--- config.mk ---
export PLATFORM = sky130hd
export DESIGN_NAME = mem_access_unit
export DESIGN_NICKNAME = d
export VERILOG_FILES = /design/src/rtl/mem_access_unit_pkg.sv /design/src/rtl/mem_access_unit_lane_align.sv /design/src/rtl/mem_access_unit.sv
export SDC_FILE = /design/constraint.sdc
export NUM_CORES = 1
export LEC_CHECK = 0
export ABC_AREA = 1
export ABC_CLOCK_PERIOD_IN_PS = 2600
export BUFFER_PORTS_ARGS = -buffer_cell sky130_fd_sc_hd__buf_4
export CORE_MARGIN = 2
export CORE_UTILIZATION = 35
export CTS_BUF_LIST = sky130_fd_sc_hd__clkbuf_16
export DETAILED_ROUTE_END_ITERATION = 10
export GPL_ROUTABILITY_DRIVEN = 1
export MAX_ROUTING_LAYER = met4
export SETUP_SLACK_MARGIN = 0.2
export SLEW_MARGIN = 30
export SYNTH_ARGS = -nofsm -noshare
export SYNTH_HDL_FRONTEND = slang
export SYNTH_HIERARCHICAL = 1
export SYNTH_SLANG_ARGS = --single-unit
export TNS_END_PERCENT = 50
--- constraint.sdc ---
create_clock -name clk -period 2.6 [get_ports clk]
set_input_delay 0.26 -clock clk [delete_from_list [all_inputs] [get_ports clk]]
set_output_delay 0.26 -clock clk [all_outputs]
set_load 0.1 [all_outputs]
--- src/rtl/mem_access_unit_pkg.sv ---
// Shared types and constants for the MEM-stage data RAM initiator.
package mem_access_unit_pkg;

  localparam int unsigned DATA_W = 32;

  localparam logic [1:0] SZ_BYTE = 2'b00;
  localparam logic [1:0] SZ_HALF = 2'b01;
  localparam logic [1:0] SZ_WORD = 2'b10;
  localparam logic [1:0] SZ_ILL  = 2'b11;

  typedef enum logic [2:0] {
    IDLE     = 3'd0,
    RD_ISSUE = 3'd1,
    RD_DATA  = 3'd2,
    WR       = 3'd3,
    ERR      = 3'd4
  } state_t;

  // Request attributes held for the lifetime of one transaction.
  typedef struct packed {
    logic       we;
    logic [1:0] size;
    logic       uns;
    logic [1:0] lane;
  } req_attr_t;

  // Misaligned half/word accesses and the reserved size code are rejected.
  function automatic logic size_err(input logic [1:0] size, input logic [1:0] lane);
    return (size == SZ_ILL) ||
           ((size == SZ_HALF) && lane[0]) ||
           ((size == SZ_WORD) && (lane != 2'b00));
  endfunction

endpackage

--- src/rtl/mem_access_unit_lane_align.sv ---
// Byte-lane steering: extracts and extends load data, and merges sub-word store data into a word.
module mem_access_unit_lane_align
  import mem_access_unit_pkg::*;
(
  input  logic [DATA_W-1:0] word,
  input  logic [DATA_W-1:0] wdata,
  input  logic [1:0]        lane,
  input  logic [1:0]        size,
  input  logic              uns,
  output logic [DATA_W-1:0] ld_data,
  output logic [DATA_W-1:0] st_word
);

  logic [7:0]  byte_sel;
  logic [15:0] half_sel;

  always_comb begin
    byte_sel = word[{lane, 3'b000} +: 8];
    half_sel = word[{lane[1], 4'b0000} +: 16];
    ld_data  = word;
    st_word  = wdata;
    case (size)
      SZ_BYTE: begin
        ld_data = uns ? {24'b0, byte_sel} : {{24{byte_sel[7]}}, byte_sel};
        st_word = word;
        st_word[{lane, 3'b000} +: 8] = wdata[7:0];
      end
      SZ_HALF: begin
        ld_data = uns ? {16'b0, half_sel} : {{16{half_sel[15]}}, half_sel};
        st_word = word;
        st_word[{lane[1], 4'b0000} +: 16] = wdata[15:0];
      end
      default: begin
        ld_data = word;
        st_word = wdata;
      end
    endcase
  end

endmodule

--- src/rtl/mem_access_unit.sv ---
// MEM-stage initiator for a word-wide data RAM with registered read; sub-word stores use read-modify-write.
module mem_access_unit
  import mem_access_unit_pkg::*;
#(
  parameter int unsigned ADDR_W = 8
) (
  input  logic              clk,
  input  logic              rst,
  input  logic              req_valid,
  output logic              req_ready,
  input  logic              req_we,
  input  logic [1:0]        req_size,
  input  logic              req_unsigned,
  input  logic [ADDR_W+1:0] req_addr,
  input  logic [DATA_W-1:0] req_wdata,
  output logic              rsp_valid,
  output logic [DATA_W-1:0] rsp_rdata,
  output logic              rsp_err,
  output logic              stall,
  output logic              ram_W_en,
  output logic [ADDR_W-1:0] ram_Wr_addr,
  output logic [DATA_W-1:0] ram_din,
  output logic              ram_R_en,
  output logic [ADDR_W-1:0] ram_Read_addr,
  input  logic [DATA_W-1:0] ram_dout
);

  state_t            state, state_next;
  req_attr_t         attr_q;
  logic [ADDR_W-1:0] waddr_q;
  logic [DATA_W-1:0] merge_q;
  logic              accept;
  logic              bad;
  logic              load_done;
  logic [DATA_W-1:0] ld_data;
  logic [DATA_W-1:0] st_word;

  mem_access_unit_lane_align u_lane_align (
    .word    (ram_dout),
    .wdata   (merge_q),
    .lane    (attr_q.lane),
    .size    (attr_q.size),
    .uns     (attr_q.uns),
    .ld_data (ld_data),
    .st_word (st_word)
  );

  // Next state plus RAM-side decode; RAM outputs depend only on state and latched request.
  always_comb begin
    state_next    = state;
    accept        = req_valid & req_ready;
    bad           = size_err(req_size, req_addr[1:0]);
    load_done     = (state == RD_DATA) && !attr_q.we;
    ram_W_en      = 1'b0;
    ram_Wr_addr   = '0;
    ram_din       = '0;
    ram_R_en      = 1'b0;
    ram_Read_addr = '0;
    stall         = req_valid & ~req_ready & ~rst;

    case (state)
      IDLE: begin
        if (accept) begin
          if (bad)                                 state_next = ERR;
          else if (req_we && req_size == SZ_WORD)  state_next = WR;
          else                                     state_next = RD_ISSUE;
        end
      end
      RD_ISSUE: begin
        state_next    = RD_DATA;
        ram_R_en      = 1'b1;
        ram_Read_addr = waddr_q;
      end
      RD_DATA:  state_next = attr_q.we ? WR : IDLE;
      WR: begin
        state_next  = IDLE;
        ram_W_en    = 1'b1;
        ram_Wr_addr = waddr_q;
        ram_din     = merge_q;
      end
      ERR:      state_next = IDLE;
      default:  state_next = IDLE;
    endcase
  end

  always_ff @(posedge clk or posedge rst) begin
    if (rst) state <= IDLE;
    else     state <= state_next;
  end

  // Handshake and response registers; response fields hold until the next completion.
  always_ff @(posedge clk or posedge rst) begin
    if (rst) begin
      req_ready <= 1'b0;
      rsp_valid <= 1'b0;
      rsp_rdata <= '0;
      rsp_err   <= 1'b0;
    end else begin
      req_ready <= (state_next == IDLE);
      rsp_valid <= load_done || (state == WR) || (state == ERR);
      if (load_done) begin
        rsp_rdata <= ld_data;
        rsp_err   <= 1'b0;
      end else if (state == WR || state == ERR) begin
        rsp_rdata <= '0;
        rsp_err   <= (state == ERR);
      end
    end
  end

  // Request capture at accept; merge_q starts as store data and becomes the merged word for sub-word stores.
  always_ff @(posedge clk or posedge rst) begin
    if (rst) begin
      attr_q  <= '0;
      waddr_q <= '0;
      merge_q <= '0;
    end else if (accept) begin
      attr_q  <= '{we: req_we, size: req_size, uns: req_unsigned, lane: req_addr[1:0]};
      waddr_q <= req_addr[ADDR_W+1:2];
      merge_q <= req_wdata;
    end else if (state == RD_DATA && attr_q.we) begin
      merge_q <= st_word;
    end
  end

endmodule

==> key figures <==
Outcome
  • Status: completed

Global route
  • Pin count of the biggest net entering global routing: 85
  • Initial antenna violation count: 0
  • Remaining global-route overflow: 0
  • GRT Total Usage: 23.0%
  • Wire length of the first global-routing pass: 31000 um
  • Vias in the first global route: 5763

Layout
  • Antenna fix cells: 0
  • Non-Filler Instances: 1297
  • Final instance area: 7480 um2
  • Area grow syn2layout: 30.4%
  • Final #Nets: 1162
  • Most common cell after layout, fill and taps aside: nand2_1
  • Most frequent cells in the layout: nand2_1, buf_4, dfrtp_1
  • Layout cells sized above 1: 20.9%

Drt
  • Initial DRC Count: 533
  • WL/cell: 15.2 um
  • WL final: 19700 um
  • Via density per instance: 4.77
  • Number of routed nets with antenna violations: 0
  • Vias: 6190
  • DR pass1 iterations: 5
  • Residual DRC: 0

Setup path
  • Crit. End Element: output pin
  • R2R depth: 12
  • Worst setup SP type: flip-flop
  • Arrival @ worst endpoint: 1860 ps
  • Max FO, Critical Path: 8
  • Crit Path Class: flip-flop to output pin
  • Required time worst endpoint: 2340 ps

Die
  • Die width: 132 um
  • Rows: 46
  • Starting Density: 36.0%
  • Top Ports: 167
  • Total core area: 15900 um2
  • Die extent in y: 132 um
  • Die ar.: 17400 um2

STA
  • Period utilization: 81.5%
  • Min Tclk post-route: 2120 ps
  • Worst Skew: 10.0 ps
  • Worst slew margin: 48.4%
  • Top achievable clock speed: 472 MHz
  • RSZ-0062 raised after global routing: false
  • Count of final setup violators: 0
  • Sum Neg Setup Slack: 0 ps
  • Final setup margin: 481 ps
  • Slew Limit Fails: 0
  • Worst slew pin tran: 774 ps
  • Fin. Hold Viols: 0

Yosys
  • Post-synth EDFFs: 0
  • Sequential-to-total area share from yosys stat: 36.7%
  • Syn nets: 1018
  • Post-synthesis area per instance: 6.15 um2
  • Mapped cell area: 5730 um2
  • Yosys warnings: 6
  • #FFs+latches synth: 84
  • Async set or reset register ratio after synthesis: 100%
  • Main synth FF type: dfrtp_1
  • Synth cell types: 30
  • Cells after synthesis: 932

Placement
  • Hpwl dp: 14600 um
  • Post-DP Area: 7180 um2
  • # port buffers: 166
  • Pre-CTS WS: 576 ps
  • Placed cells: 1281
  • Routability cong.: 0.964

Clocking
  • Setup bufs post-CTS: 0
  • Clock Path Buffers: 2
  • H-tree levels: 3
  • CTS tree: built
  • Root buf cell: clkbuf_16
  • Clock sink total: 84
  • Clk slew on worst S/H paths: 60 ps
  • CTS buffer count: 9
  • Worst-Skew Late Latency: 350 ps
  • # resized after CTS: 0
  • Post-cts hold buffer count: 0

Power and ir drop
  • Power Density: 1260 nW/um2
  • Max VDD drop: 580 uV
  • Total Power: 9.39 mW
  • P_leak: 4.21 nW

Run
  • MaxCap Viol Count: 0

Worst hold path
  • HP Class: input port to async pin
worst max-delay path: stages, from the launching register on:
cell     delay, ps
dfrtp_1        380
inv_1          120
nor3_4         210
inv_1          330
nor2_4         160
buf_4          300
worst paths after layout:
path	startpoint	end	slack, ps
max in group asynchronous	rst	merge_q[22]	2180
min in group clk	req_unsigned	attr_q[2]	110
worst max register to register	attr_q[0]	merge_q[17]	520
worst min register to register	rsp_rdata[23]	rsp_rdata[23]	470
worst max-delay path	state[0]	ram_Read_addr[4]	480
worst min-delay path	rst	req_ready	70
kinds of logic after synthesis:
logic type / synth area share (%)
AOI/OAI and AO/OA: 7.36
buffers and inverters: 9.95
DFF: 36.7
adders and majority gates: 1.09
and+or+nand+nor: 44.9
layer usage:
metal / part of all wire, % / GRT usage (%)
met5: 0 / -
met4: 1.3 / 6.04
met3: 6.0 / 3.42
met2: 46 / 35.4
met1: 47 / 31.7
sequential cells by signal, indices dropped and copies added (netlist names):
name	count
rsp_err	1
state	3
req_ready	1
merge_q	32
attr_q	6
rsp_valid	1
waddr_q	8
rsp_rdata	32
stage by stage:
stage          util [%]  hold WS (ps)
2_1_floorplan         -           370
3_3_place_gp       45.1           456
3_5_place_dp       45.1           461
4_1_cts            46.9          91.6
5_1_grt            46.9           112
6_report           46.9          70.3
final cells by class:
| class | count | area [um2] |
|---|---|---|
| multi-input cells | 719 | 3130 |
| repair buffers | 180 | 1360 |
| clock buffers | 9 | 225 |
| inverters | 82 | 314 |
| fillers | 1750 | 8470 |
| well taps | 216 | 270 |
| flip-flops and latches | 84 | 2100 |
| clock inverters | 7 | 67.6 |
where the power goes:
part	internal, mW	switching [mW]	total, mW
logic	1.49	4.38	5.87
registers	1.82	0.407	2.23
clock network	0.741	0.550	1.29
Yosys cell counts, types with 2 or more instances:
cell type | count | area, um2
dfrtp_1 | 84 | 2100
nand3_1 | 73 | 365
nor3_1 | 2 | 10.0
o22ai_1 | 8 | 50.1
and3_1 | 7 | 43.8
buf_6 | 4 | 45.0
nor2_1 | 80 | 300
ha_1 | 5 | 62.6
nand3_2 | 2 | 20.0
o21ai_1 | 2 | 10.0
buf_2 | 25 | 125
o21ai_0 | 66 | 330
nor2_4 | 3 | 33.8
nand2_1 | 457 | 1720
nand2_2 | 5 | 31.3
nand2_4 | 2 | 22.5
inv_2 | 5 | 18.8
clkbuf_1 | 11 | 41.3
buf_4 | 6 | 45.0
inv_1 | 75 | 282
(Power assumes the default switching activity.)
